<file path="config.mk">
export PLATFORM = sky130hd
export DESIGN_NAME = hazard_controller_flat
export DESIGN_NICKNAME = d
export VERILOG_FILES = /design/src/rtl/hazard_controller_pkg.sv /design/src/rtl/hazard_controller_if.sv /design/src/rtl/hazard_controller_reg_scoreboard.sv /design/src/rtl/hazard_controller.sv /design/src/flat_wrapper.sv
export SDC_FILE = /design/constraint.sdc
export NUM_CORES = 1
export LEC_CHECK = 0
export CAP_MARGIN = 10
export CORE_ASPECT_RATIO = 1.25
export CORE_UTILIZATION = 40
export DETAILED_ROUTE_END_ITERATION = 8
export PLACE_DENSITY = 0.67
export SLEW_MARGIN = 30
export SYNTH_ARGS = -nofsm -noshare
export SYNTH_HDL_FRONTEND = slang
export SYNTH_HIERARCHICAL = 1
export SYNTH_SLANG_ARGS = --single-unit
export TNS_END_PERCENT = 20
</file>
<file path="constraint.sdc">
create_clock -name clock -period 3.35 [get_ports clock]
set_clock_uncertainty 0.05 [all_clocks]
set_input_delay 0.67 -clock clock [delete_from_list [all_inputs] [get_ports clock]]
set_output_delay 0.67 -clock clock [all_outputs]
set_load 0.005 [all_outputs]
</file>
<file path="src/rtl/hazard_controller_pkg.sv">
// Shared types for the pipelined microcontroller main controller.
package hazard_controller_pkg;

  typedef enum logic [2:0] {LD, OUT, ADD, SUB, NAND, NOR, XOR, SHFL} t_opcode;

  typedef enum logic {takeGPR, takeIMM} t_ALUsrc_ctrl;

  localparam int unsigned REG_NAME_W         = 8;
  localparam int unsigned DEFAULT_PIPE_DEPTH = 3;

  typedef logic [REG_NAME_W-1:0] t_reg_name;

  // True when idx names an implemented general-purpose register.
  function automatic logic is_gpr_idx(input t_reg_name idx, input int unsigned num_gpr);
    return 32'(idx) < num_gpr;
  endfunction

endpackage

</file>
<file path="src/rtl/hazard_controller_if.sv">
// Instruction-in / EX-control-out bundle of the hazard controller.
interface hazard_controller_if #(
  parameter int unsigned REG_W = 2
);
  import hazard_controller_pkg::*;

  t_opcode            opcode;
  logic               instv;
  logic [REG_W-1:0]   dst;
  logic [REG_W-1:0]   src1;
  logic               src1_imm;
  logic [REG_W-1:0]   src2;
  logic               src2_imm;

  logic               internal_reset;
  logic               issue_v;
  t_ALUsrc_ctrl       ALUsrc1;
  t_ALUsrc_ctrl       ALUsrc2;
  t_opcode            ALUop;
  logic               wr_en;
  logic [REG_W-1:0]   wr_addr;
  logic               dataoutv;
  logic               fwd1;
  logic               fwd2;
  logic               stalled;
  logic               illegal;

  modport master (
    output opcode, instv, dst, src1, src1_imm, src2, src2_imm,
    input  internal_reset, issue_v, ALUsrc1, ALUsrc2, ALUop, wr_en, wr_addr,
           dataoutv, fwd1, fwd2, stalled, illegal
  );

  modport slave (
    input  opcode, instv, dst, src1, src1_imm, src2, src2_imm,
    output internal_reset, issue_v, ALUsrc1, ALUsrc2, ALUop, wr_en, wr_addr,
           dataoutv, fwd1, fwd2, stalled, illegal
  );

endinterface

</file>
<file path="src/rtl/hazard_controller_reg_scoreboard.sv">
// Per-GPR countdown of cycles until a pending result is readable from the RF.
module hazard_controller_reg_scoreboard
  import hazard_controller_pkg::*;
#(
  parameter  int unsigned NUM_GPR    = 4,
  parameter  int unsigned PIPE_DEPTH = DEFAULT_PIPE_DEPTH,
  localparam int unsigned REG_W      = $clog2(NUM_GPR)
) (
  input  logic             clock,
  input  logic             reset_n,
  input  logic             load_en,
  input  logic [REG_W-1:0] load_idx,
  input  logic [REG_W-1:0] rd1_idx,
  input  logic [REG_W-1:0] rd2_idx,
  output logic             rd1_busy_c,
  output logic             rd1_last_c,
  output logic             rd2_busy_c,
  output logic             rd2_last_c
);

  localparam int unsigned CNT_W = $clog2(PIPE_DEPTH + 1);

  typedef logic [CNT_W-1:0] t_cnt;

  t_cnt busy_q [NUM_GPR];
  t_cnt rd1_cnt;
  t_cnt rd2_cnt;

  // A load overrides the decrement, so a WAW simply restarts the countdown.
  always_ff @(posedge clock or negedge reset_n) begin
    if (!reset_n) begin
      for (int unsigned r = 0; r < NUM_GPR; r++) busy_q[r] <= '0;
    end else begin
      for (int unsigned r = 0; r < NUM_GPR; r++) begin
        if (load_en && load_idx == REG_W'(r)) busy_q[r] <= CNT_W'(PIPE_DEPTH);
        else if (busy_q[r] != '0)              busy_q[r] <= busy_q[r] - CNT_W'(1);
      end
    end
  end

  always_comb begin
    rd1_cnt = '0;
    rd2_cnt = '0;
    for (int unsigned r = 0; r < NUM_GPR; r++) begin
      if (rd1_idx == REG_W'(r)) rd1_cnt = busy_q[r];
      if (rd2_idx == REG_W'(r)) rd2_cnt = busy_q[r];
    end
  end

  assign rd1_busy_c = (rd1_cnt != '0);
  assign rd1_last_c = (rd1_cnt == CNT_W'(1));
  assign rd2_busy_c = (rd2_cnt != '0);
  assign rd2_last_c = (rd2_cnt == CNT_W'(1));

endmodule

</file>
<file path="src/rtl/hazard_controller.sv">
// Main controller: decode, legality, RAW-hazard issue control and EX-stage
// control registers for the pipelined microcontroller.
module hazard_controller
  import hazard_controller_pkg::*;
#(
  parameter int unsigned NUM_GPR    = 4,
  parameter int unsigned PIPE_DEPTH = DEFAULT_PIPE_DEPTH,
  parameter int unsigned BYPASS_EN  = 0
) (
  input logic                clock,
  input logic                reset_n,
  hazard_controller_if.slave bus
);

  localparam int unsigned REG_W = $clog2(NUM_GPR);
  localparam bit          BYP   = (BYPASS_EN != 0);

  logic             int_rst_q;
  logic             writes_c, use1_c, use2_c, legal_c;
  logic             busy1_c, last1_c, busy2_c, last2_c;
  logic             haz_c, fwd1_c, fwd2_c;
  logic             accept_c, illegal_c;

  logic             issue_v_q, wr_en_q, dataoutv_q, fwd1_q, fwd2_q, illegal_q;
  t_ALUsrc_ctrl     alusrc1_q, alusrc2_q;
  t_opcode          aluop_q;
  logic [REG_W-1:0] wr_addr_q;

  // Held for one edge after reset release so deassertion is clock-aligned.
  always_ff @(posedge clock or negedge reset_n) begin
    if (!reset_n) int_rst_q <= 1'b1;
    else          int_rst_q <= 1'b0;
  end

  // Operand usage and legality decode.
  always_comb begin
    writes_c = 1'b0;
    use1_c   = 1'b0;
    use2_c   = 1'b0;
    legal_c  = 1'b1;
    case (bus.opcode)
      LD:  begin
        writes_c = 1'b1;
        legal_c  = bus.src1_imm;
      end
      OUT: begin
        use1_c  = 1'b1;
        legal_c = ~bus.src1_imm;
      end
      ADD, SUB, NAND, NOR, XOR, SHFL: begin
        writes_c = 1'b1;
        use1_c   = ~bus.src1_imm;
        use2_c   = ~bus.src2_imm;
      end
      default: legal_c = 1'b0;
    endcase
    if (writes_c && !is_gpr_idx(t_reg_name'(bus.dst), NUM_GPR))  legal_c = 1'b0;
    if (use1_c   && !is_gpr_idx(t_reg_name'(bus.src1), NUM_GPR)) legal_c = 1'b0;
    if (use2_c   && !is_gpr_idx(t_reg_name'(bus.src2), NUM_GPR)) legal_c = 1'b0;
  end

  hazard_controller_reg_scoreboard #(
    .NUM_GPR    (NUM_GPR),
    .PIPE_DEPTH (PIPE_DEPTH)
  ) u_reg_scoreboard (
    .clock      (clock),
    .reset_n    (reset_n),
    .load_en    (accept_c & writes_c),
    .load_idx   (bus.dst),
    .rd1_idx    (bus.src1),
    .rd2_idx    (bus.src2),
    .rd1_busy_c (busy1_c),
    .rd1_last_c (last1_c),
    .rd2_busy_c (busy2_c),
    .rd2_last_c (last2_c)
  );

  // With bypass, a producer one cycle from RF write is forwarded, not waited on.
  always_comb begin
    fwd1_c = use1_c & BYP & last1_c;
    fwd2_c = use2_c & BYP & last2_c;
    haz_c  = (use1_c & busy1_c & ~fwd1_c) | (use2_c & busy2_c & ~fwd2_c);
  end

  assign accept_c  = bus.instv &  legal_c & ~haz_c & ~int_rst_q;
  assign illegal_c = bus.instv & ~legal_c & ~int_rst_q;

  always_ff @(posedge clock or negedge reset_n) begin
    if (!reset_n) begin
      issue_v_q  <= 1'b0;
      wr_en_q    <= 1'b0;
      dataoutv_q <= 1'b0;
      fwd1_q     <= 1'b0;
      fwd2_q     <= 1'b0;
      illegal_q  <= 1'b0;
      alusrc1_q  <= takeGPR;
      alusrc2_q  <= takeGPR;
      aluop_q    <= LD;
      wr_addr_q  <= '0;
    end else begin
      issue_v_q  <= accept_c;
      wr_en_q    <= accept_c & writes_c;
      dataoutv_q <= accept_c & (bus.opcode == OUT);
      fwd1_q     <= accept_c & fwd1_c;
      fwd2_q     <= accept_c & fwd2_c;
      illegal_q  <= illegal_c;
      if (accept_c) begin
        alusrc1_q <= bus.src1_imm ? takeIMM : takeGPR;
        alusrc2_q <= bus.src2_imm ? takeIMM : takeGPR;
        aluop_q   <= bus.opcode;
        wr_addr_q <= bus.dst;
      end
    end
  end

  assign bus.internal_reset = int_rst_q;
  assign bus.stalled        = bus.instv & legal_c & haz_c & ~int_rst_q;
  assign bus.issue_v        = issue_v_q;
  assign bus.wr_en          = wr_en_q;
  assign bus.dataoutv       = dataoutv_q;
  assign bus.fwd1           = fwd1_q;
  assign bus.fwd2           = fwd2_q;
  assign bus.illegal        = illegal_q;
  assign bus.ALUsrc1        = alusrc1_q;
  assign bus.ALUsrc2        = alusrc2_q;
  assign bus.ALUop          = aluop_q;
  assign bus.wr_addr        = wr_addr_q;

endmodule

</file>
<file path="src/flat_wrapper.sv">
// flat-port wrapper written by rule: the top's interface ports become plain ports
module hazard_controller_flat import hazard_controller_pkg::*;
#(
  parameter int unsigned NUM_GPR    = 4,
  parameter int unsigned PIPE_DEPTH = DEFAULT_PIPE_DEPTH,
  parameter int unsigned BYPASS_EN  = 0
)
  (clock, reset_n, bus_opcode, bus_instv, bus_dst, bus_src1, bus_src1_imm, bus_src2, bus_src2_imm, bus_internal_reset, bus_issue_v, bus_ALUsrc1, bus_ALUsrc2, bus_ALUop, bus_wr_en, bus_wr_addr, bus_dataoutv, bus_fwd1, bus_fwd2, bus_stalled, bus_illegal);
  hazard_controller_if #(.REG_W(2)) bus_i ();
  input logic clock;
  input logic reset_n;
  input wire logic [$bits(bus_i.opcode)-1:0] bus_opcode;
  input wire logic [$bits(bus_i.instv)-1:0] bus_instv;
  input wire logic [$bits(bus_i.dst)-1:0] bus_dst;
  input wire logic [$bits(bus_i.src1)-1:0] bus_src1;
  input wire logic [$bits(bus_i.src1_imm)-1:0] bus_src1_imm;
  input wire logic [$bits(bus_i.src2)-1:0] bus_src2;
  input wire logic [$bits(bus_i.src2_imm)-1:0] bus_src2_imm;
  output wire logic [$bits(bus_i.internal_reset)-1:0] bus_internal_reset;
  output wire logic [$bits(bus_i.issue_v)-1:0] bus_issue_v;
  output wire logic [$bits(bus_i.ALUsrc1)-1:0] bus_ALUsrc1;
  output wire logic [$bits(bus_i.ALUsrc2)-1:0] bus_ALUsrc2;
  output wire logic [$bits(bus_i.ALUop)-1:0] bus_ALUop;
  output wire logic [$bits(bus_i.wr_en)-1:0] bus_wr_en;
  output wire logic [$bits(bus_i.wr_addr)-1:0] bus_wr_addr;
  output wire logic [$bits(bus_i.dataoutv)-1:0] bus_dataoutv;
  output wire logic [$bits(bus_i.fwd1)-1:0] bus_fwd1;
  output wire logic [$bits(bus_i.fwd2)-1:0] bus_fwd2;
  output wire logic [$bits(bus_i.stalled)-1:0] bus_stalled;
  output wire logic [$bits(bus_i.illegal)-1:0] bus_illegal;
  assign bus_i.opcode = bus_opcode;
  assign bus_i.instv = bus_instv;
  assign bus_i.dst = bus_dst;
  assign bus_i.src1 = bus_src1;
  assign bus_i.src1_imm = bus_src1_imm;
  assign bus_i.src2 = bus_src2;
  assign bus_i.src2_imm = bus_src2_imm;
  assign bus_internal_reset = bus_i.internal_reset;
  assign bus_issue_v = bus_i.issue_v;
  assign bus_ALUsrc1 = bus_i.ALUsrc1;
  assign bus_ALUsrc2 = bus_i.ALUsrc2;
  assign bus_ALUop = bus_i.ALUop;
  assign bus_wr_en = bus_i.wr_en;
  assign bus_wr_addr = bus_i.wr_addr;
  assign bus_dataoutv = bus_i.dataoutv;
  assign bus_fwd1 = bus_i.fwd1;
  assign bus_fwd2 = bus_i.fwd2;
  assign bus_stalled = bus_i.stalled;
  assign bus_illegal = bus_i.illegal;
  hazard_controller #(.NUM_GPR(NUM_GPR), .PIPE_DEPTH(PIPE_DEPTH), .BYPASS_EN(BYPASS_EN)) u_core (.clock(clock), .reset_n(reset_n), .bus(bus_i));
endmodule
</file>
# ---- Word-level counts from Yosys, hierarchy flattened
# Index checks and enable logic that the tools add are counted.
dict set report word_totals {
  ff_bits 20
  latchBits 0
  mem_bits_rw 0
  rom_bits 0
  in_bits 14
  word_cells 92
  n_memories 0
}
dict set report classes {
  add_sub_neg 4
  mul 0
  n_div 0
  order_cmp 0
  n_eq_ne 16
  shift 0
  mux 22
  bitwise_logic 17
  n_reduce_logical 20
}
# op count
set ops {}
lappend ops {{2-bit two-way mux} 16}
lappend ops {{2-bit nonzero test} 10}
lappend ops {{2-bit equality test, second input constant} 6}
lappend ops {{3-bit equality test, second input constant} 4}
lappend ops {{1-bit AND} 11}
lappend ops {{2-bit by 1-bit subtractor with 2-bit output, second input constant} 4}
lappend ops {{7-bit OR reduction} 1}
lappend ops {{2-bit by 1-bit equality test with 1-bit output, second input constant} 3}
lappend ops {{3-bit by 2-bit equality test with 1-bit output, second input constant} 2}
lappend ops {{2-bit logical NOT} 3}
lappend ops {{6-bit OR reduction} 1}
lappend ops {{1-bit NOT} 5}
lappend ops {{1-bit logical AND} 4}
lappend ops {{1-bit two-way mux} 4}
lappend ops {{1-bit one-hot mux with 2 select lines} 2}
lappend ops {{3-bit by 1-bit equality test with 1-bit output, second input constant} 1}
lappend ops {{3-bit logical NOT} 1}
lappend ops {{1-bit OR} 1}

# ---- Logic depth before layout (Yosys ltp)
# Gate-level depths: netlist of run 1.
dict set report logic_depth {
  depth_word 14
  ltp_mapped 7
}

# ---- Modules after synthesis
# The synthesis of run 1 kept the hierarchy.
# module n_inst cells_each area_each_um2
set modules_own_cells {}
lappend modules_own_cells {hazard_controller_reg_scoreboard 1 50 531.8}
lappend modules_own_cells {hazard_controller 1 36 514.2}

# ---- Worst setup path before layout of run 1
# No wires, ideal clock.
dict set report synth_timing {
  kind {input port to flip-flop}
  from {input bus_src1[0]}
  to {register u_core/u_reg_scoreboard/busy_q[7] (netlist bit)}
  setup_time_ns 0.083
  arrival_time_ns 2.567
  t_required_ns 3.217
  setup_slack_ns 0.651
  stages 7
  path_buffers 0
  path_cell_list {mux4_2 -> or2_1 -> nand2b_1 -> a21oi_1 -> nor3b_1 -> or3b_2 -> o21ai_0}
}
dict set report synth_between {
  elab_chain_cells 14
  word_cells_on_any_way 18
}
# item line_no
set synth_lines {}
lappend synth_lines {{start: declaration} flat_wrapper.sv:15} ;# input wire logic [$bits(bus_i.src1)-1:0] bus_src1;
lappend synth_lines {{2-bit logical NOT} hazard_controller_reg_scoreboard.sv:45} ;# if (rd1_idx == REG_W'(r)) rd1_cnt = busy_q[r];
lappend synth_lines {{2-bit two-way mux (3 in series)} hazard_controller_reg_scoreboard.sv:45}
lappend synth_lines {{2-bit two-way mux *} hazard_controller_reg_scoreboard.sv:45}
lappend synth_lines {{2-bit nonzero test *} hazard_controller_reg_scoreboard.sv:50} ;# assign rd1_busy_c = (rd1_cnt != '0);
lappend synth_lines {{named net u_core.busy1_c} hazard_controller.sv:20} ;# logic busy1_c, last1_c, busy2_c, last2_c;
lappend synth_lines {{1-bit AND *} hazard_controller.sv:82} ;# haz_c = (use1_c & busy1_c & ~fwd1_c) | (use2_c & busy2_c & ~fwd2_c);
lappend synth_lines {{1-bit OR *} hazard_controller.sv:82}
lappend synth_lines {{1-bit NOT *} hazard_controller.sv:85} ;# assign accept_c = bus.instv & legal_c & ~haz_c & ~int_rst_q;
lappend synth_lines {{1-bit AND * (2 in series)} hazard_controller.sv:85}
lappend synth_lines {{1-bit AND *} hazard_controller.sv:68} ;# .load_en (accept_c & writes_c),
lappend synth_lines {{1-bit logical AND *} hazard_controller_reg_scoreboard.sv:35} ;# if (load_en && load_idx == REG_W'(r)) busy_q[r] <= CNT_W'(PIPE_DEPTH);
lappend synth_lines {{2-bit two-way mux / 2-bit nonzero test (equally long branches)} -}
lappend synth_lines {{end signal: indexed assignment} hazard_controller_reg_scoreboard.sv:35}
lappend synth_lines {{end: declaration} hazard_controller_reg_scoreboard.sv:25} ;# t_cnt busy_q [NUM_GPR];
# Mark *: on every way through the listed nets, which the timed path passes. The rest lies on a longest branch.
# A chain may end at the register's enable or synchronous reset.

# ---- Worst setup path after layout of run 1
dict set report layout_timing {
  from {input bus_src2[0]}
  to {output bus_stalled}
}
dict set report layout_between {
  elab_chain_cells 10
  word_cells_on_any_way 13
}
# item line_no
set layout_lines {}
lappend layout_lines {{start: declaration} flat_wrapper.sv:17} ;# input wire logic [$bits(bus_i.src2)-1:0] bus_src2;
lappend layout_lines {{2-bit logical NOT} hazard_controller_reg_scoreboard.sv:46} ;# if (rd2_idx == REG_W'(r)) rd2_cnt = busy_q[r];
lappend layout_lines {{2-bit two-way mux (3 in series)} hazard_controller_reg_scoreboard.sv:46}
lappend layout_lines {{2-bit two-way mux *} hazard_controller_reg_scoreboard.sv:46}
lappend layout_lines {{2-bit nonzero test *} hazard_controller_reg_scoreboard.sv:52} ;# assign rd2_busy_c = (rd2_cnt != '0);
lappend layout_lines {{named net u_core.busy2_c} hazard_controller.sv:20}
lappend layout_lines {{1-bit AND *} hazard_controller.sv:82}
lappend layout_lines {{1-bit OR *} hazard_controller.sv:82}
lappend layout_lines {{1-bit AND * (2 in series)} hazard_controller.sv:117} ;# assign bus.stalled = bus.instv & legal_c & haz_c & ~int_rst_q;
lappend layout_lines {{end: declaration} flat_wrapper.sv:29} ;# output wire logic [$bits(bus_i.stalled)-1:0] bus_stalled;
# Marked as above.

==> results of run 1 <==
==> power by group <==
group | internal [mW] | switching (mW) | total (mW)
clock | 0.121 | 0.0816 | 0.203
combinational | 0.298 | 0.179 | 0.478
sequential | 0.341 | 0.0755 | 0.417
==> registers in the layout (all words and copies together) (netlist names) <==
| name | cells |
|---|---|
| u_core/bus.issue_v | 1 |
| u_core/bus.illegal | 1 |
| u_core/bus.wr_addr | 2 |
| u_core/bus.ALUsrc2 | 1 |
| u_core/bus.internal_reset | 1 |
| u_core/bus.ALUop | 3 |
| u_core/bus.dataoutv | 1 |
| u_core/u_reg_scoreboard/busy_q | 8 |
| u_core/bus.wr_en | 1 |
| u_core/bus.ALUsrc1 | 1 |
==> critical path, stage by stage <==
cell and delay, ps:
clkdlybuf4s50_1 510, mux4_2 490, or2_1 240, nand2b_1 70, a21oi_1 70, a31oi_1 170, nor2_1 50, dlygate4sd2_1 280
==> metal layers <==
metal / vias to the layer above / track usage (%) / wire length [um]
li1: 364 / - / -
met1: 376 / 18.8 / 795
met2: 14 / 30.1 / 1150
met3: 5 / 1.84 / 67
met4: 0 / 8.57 / 31
met5: - / 0 / 0
==> per-stage QoR <==
stage / TNS [ps] / utilization, % / hold slack [ps] / power [mW]
detailed placement: -179 / 57.4 / 445 / 0.906
CTS: 0 / 59.5 / 473 / 1.11
finish: 0 / 59.6 / 226 / 1.10
floorplan: 0 / - / 324 / 0.692
global placement: -136 / 57.4 / 440 / 0.874
global route: 0 / 59.6 / 264 / 1.18
==> timing repair <==
item / 4_1_cts / 5_1_grt
hold buffers: 0 / 0
gates resized for setup: 1 / 3
endpoints found under the setup margin: 1 / 1
==> final cells by class <==
type	instances	area (um2)	share of cell area, %
Multi-Input combinational cell	55	489	33.8
Inverter	9	33.8	2.33
Sequential cell	20	502	34.7
Timing Repair Buffer	35	329	22.7
Tap cell	33	41.3	2.85
Clock buffer	3	22.5	1.56
Clock inverter	1	30.0	2.07
==> worst max-delay path by stage <==
stage | startpoint | endpoint | slack (ps) | cells after the start
after global placement | bus_src1[0] | bus_stalled | -140 | 8
after CTS | bus_src1[0] | bus_stalled | 1 | 8
after floorplan | bus_src1[0] | u_core/u_reg_scoreboard/busy_q[7]$_DFFE_PN0P_ | 670 | 7
final | bus_src2[0] | bus_stalled | 90 | 8
after global routing | bus_src2[0] | bus_stalled | 0.4 | 8
after detailed placement | bus_src1[0] | bus_stalled | -180 | 8
==> impl_metrics.tcl, run 1 <==
set metrics [dict create \
    initialDrtViolationCount 10 \
    end_kind "primary output" \
    worstSetupPathType "in -> out" \
    worstPathRequired_ps 2630 \
    fin_crit_sh_pct 97.3 \
    rr_endpoint "u_core/u_reg_scoreboard/busy_q[7]$_DFFE_PN0P_" \
    cts_buffer_depth 2 \
    io_pins 29 \
    worstPathArrival_ps 2540 \
    grt_max_degree 21 \
    drv_slew 0 \
    final_common_cell "clkdlybuf4s50_1" \
    gr-total-overflow 0 \
    hold_class "in -> async" \
    postLayoutCellArea_um2 1450 \
    final_antenna_net_count 0 \
    fin_cells 156 \
    pre_cts_slack_ps -179 \
    post_dp_cell_area_um2 1390 \
    layout_common_cells "clkdlybuf4s50_1 (21), dfrtp_1 (19), inv_1 (9), buf_4 (9)" \
    syn_inst 84 \
    total_leakage_power_nw 0.671 \
    reg2reg_depth 8 \
    rows 20 \
    io_buffers 26 \
    avgSynthCellArea_um2 12.3 \
    yosysWarningCount 6 \
    status "finished clean" \
    area_growth_pct 40.2 \
    hpwlAfterDp_um 1590 \
    diodes 0 \
    startpoint_type "input pin" \
    globalplace.congestion 0.723 \
    fmax_ghz 0.307 \
    synth_area_um2 1030 \
    maxCapViolations 0 \
    finalHoldViolations 0 \
    period_needed_ps 3260 \
    postCtsSetupBuffers 0 \
    fp.dieH_um 58.8 \
    drive_above_1_share_pct 24.4 \
    routed_wl_um 2050 \
    grt_pass1_vias 751 \
    dp.cells 152 \
    clock_sinks 20 \
    antenna_found_initial 0 \
    grt_setup_unrepaired "no" \
    htreeDepth 1 \
    clk_pin_slew_ps 120 \
    power_density_nw_per_um2 758 \
    wire_per_inst_um 13.1 \
    final.fill_count 223 \
    die_area_um2 2790 \
    ir_drop_v 0.000434 \
    core_um2 2430 \
    rrSetupSlack_ps 870 \
    vias_per_cell 4.87 \
    grt_pass1_wl_um 3220 \
    dr.pass1.iters 4 \
    insertion_delay_ps 310 \
    critical_path.max_fanout 2 \
    drc_errors 0 \
    grt_usage_pct 16.9 \
    r2r_start "u_core/u_reg_scoreboard/busy_q[1]$_DFFE_PN0P_" \
    setup_ws_ps 91.1 \
    cts_made_buffers 3 \
    initial_utilization_pct 42.5 \
    vias 759 \
    finalSetupViolations 0 \
    tritoncts "built" \
    cts_root_buf "clkbuf_4" \
    die_w_um 47.4 \
    final_nets 142 \
]
Note: power is estimated with default switching activity, not from simulation.
==> run 2, diff against run 1 <==
REMOVE_ABC_BUFFERS = 1   (was not set)
==> run 2 against run 1 <==
  * Register-to-register slack hardly changed
  * Count of clock-buffer cells in the layout stayed put
  * Critical endpoint unchanged
  * Utilization is 0.10 points lower
  * Via count is 2.1% lower
  * Non-clock buffer count stayed put
  * Sequential share of layout area is 0.060 points higher
  * Wire length is 0.78% lower
  * Flip-flop and latch count stayed put
  * Sequential power hardly changed
  * Worst setup slack better by 37 ps
==> impl_metrics.tcl, run 2 (same netlist as run 1, synthesis figures left out) <==
set metrics [dict create \
    status "finished clean" \
    clock_sinks 20 \
    layout_common_cells "clkdlybuf4s50_1 (21), dfrtp_1 (19), inv_1 (9), buf_4 (9)" \
    period_needed_ps 3220 \
    finalHoldViolations 0 \
    grt_usage_pct 17.8 \
    critical_path.max_fanout 2 \
    regArea_um2 502 \
    max_stage_delay_ps 500 \
    routed_wl_um 2030 \
    dp.cells 152 \
    regMostFlops "u_core/u_reg_scoreboard/busy_q" \
    grt_pass1_wl_um 3440 \
    p_clk_share_pct 18.0 \
    area_growth_pct 40.0 \
    wl_met2_um 1150 \
    die_w_um 47.4 \
    final_common_cell "clkdlybuf4s50_1" \
    io_pins 29 \
    hpwlAfterDp_um 1580 \
    fmax_ghz 0.310 \
    final_nets 142 \
    fin_crit_sh_pct 96.2 \
    maxCapViolations 0 \
    crit_cells 8 \
    met1_length_um 793 \
    cp.buffers_inverters 2 \
    ir_drop_v 0.000446 \
    comb_power_share_pct 43.8 \
    dr.pass1.iters 4 \
    rr_endpoint "u_core/u_reg_scoreboard/busy_q[7]$_DFFE_PN0P_" \
    total_leakage_power_nw 0.661 \
    final.fill_count 217 \
    crit_start "bus_src2[0]" \
    drv_slew 0 \
    hold_class "in -> async" \
    cts_root_buf "clkbuf_4" \
    vias_per_cell 4.76 \
    path_cells "clkdlybuf4s50_1 -> mux4_2 -> or2_1 -> nand2b_1 -> a21oi_1 -> a31oi_1 -> nor2_1 -> clkdlybuf4s15_1" \
    rows 20 \
    htreeDepth 1 \
    tritoncts "built" \
    clk_pin_slew_ps 120 \
    insertion_delay_ps 300 \
    gr-total-overflow 0 \
    worstSetupPathType "in -> out" \
    core_um2 2430 \
    fin_cells 156 \
    drc_errors 0 \
    power_mw 1.10 \
    wl_met3_um 65 \
    cts_made_buffers 3 \
    grt_max_degree 21 \
    antenna_found_initial 0 \
    cts_buffer_depth 2 \
    fp.dieH_um 58.8 \
    rrSetupSlack_ps 870 \
    worstPathRequired_ps 2630 \
    largest_reg_flops 8 \
    r2r_start "u_core/u_reg_scoreboard/busy_q[7]$_DFFE_PN0P_" \
    highest_layer "met4" \
    swShare_pct 30.7 \
    worstPathArrival_ps 2500 \
    initialDrtViolationCount 20 \
    slowest_stage "clkdlybuf4s50_1" \
    timing.setup.tns_ps 0 \
    cp_top_family "buffers and inverters" \
    die_area_um2 2790 \
    end_kind "primary output" \
    globalplace.congestion 0.728 \
    initial_utilization_pct 42.5 \
    p_int_uw 762 \
    vias 743 \
    drive_above_1_share_pct 24.4 \
    power_density_nw_per_um2 761 \
    startpoint_type "input pin" \
    grt_pass1_vias 787 \
    diodes 0 \
    reg2reg_depth 8 \
    wire_per_inst_um 13.0 \
    multi_input_area_um2 489 \
    grt_setup_unrepaired "no" \
    power.switching_uw 338 \
    io_buffers 26 \
    crit_path_end "bus_stalled" \
    finalSetupViolations 0 \
    final_antenna_net_count 0 \
    seqPwrFrac_pct 38.2 \
]
[run 2: repair_timing]
item,CTS,global route
pin swaps,0,0
buffers inserted,0,0
resized for setup,2,3
hold buffers,0,0
endpoints found under the setup margin,1,1
[run 2: worst min path at each step]
stage,start,to,slack (ps),depth (start not counted)
global placement,u_core/bus.ALUsrc2$_DFFE_PN0P_,u_core/bus.ALUsrc2$_DFFE_PN0P_,440,1
global route,reset_n,u_core/u_reg_scoreboard/busy_q[7]$_DFFE_PN0P_,260,1
finish,reset_n,u_core/bus.ALUsrc1$_DFFE_PN0P_,240,1
floorplan,reset_n,u_core/bus.ALUop[0]$_DFFE_PN0P_,320,0
CTS,u_core/bus.ALUop[1]$_DFFE_PN0P_,u_core/bus.ALUop[1]$_DFFE_PN0P_,470,1
detailed placement,u_core/bus.ALUop[1]$_DFFE_PN0P_,u_core/bus.ALUop[1]$_DFFE_PN0P_,440,1
[run 2: stage by stage]
step	setup WS [ps]	area [um2]	hold WS (ps)	utilization [%]
global route	11.2	1450	256	59.5
detailed placement	-175	1390	445	57.4
CTS	33.3	1440	473	59.5
global placement	-139	1390	439	57.4
floorplan	674	1020	324	-
finish	128	1450	242	59.5
[run 2: routing by layer]
metal / GRT usage [%] / up-vias
met1: 21.8 / 366
met5: 0 / -
li1: - / 362
met3: 2.15 / 2
met2: 29.9 / 13
met4: 8.57 / 0
[run 2: final cells by class]
cell class	instances	share of cell area, %
Tap cell	33	2.86
Multi-Input combinational cell	55	33.9
Inverter	9	2.34
Sequential cell	20	34.7
Clock inverter	1	2.08
Timing Repair Buffer	35	22.6
Clock buffer	3	1.56
[run 2: worst reg2reg max path, stage by stage, from the launching register on]
cell and delay, ps:
dfrtp_1 440, mux4_2 480, or2_1 260, nand2b_1 80, a21oi_1 80, buf_4 170, nor3b_1 250, or3b_2 520
o21ai_0 100
[run 2: power by group through the flow]
| stage | Clock [mW] | Combinational, mW | Sequential, mW |
|---|---|---|---|
| floorplan | 0 | 0.281 | 0.409 |
| global placement | 0 | 0.458 | 0.416 |
| detailed placement | 0 | 0.485 | 0.428 |
| CTS | 0.204 | 0.488 | 0.422 |
| global route | 0.214 | 0.537 | 0.435 |
| finish | 0.198 | 0.481 | 0.420 |
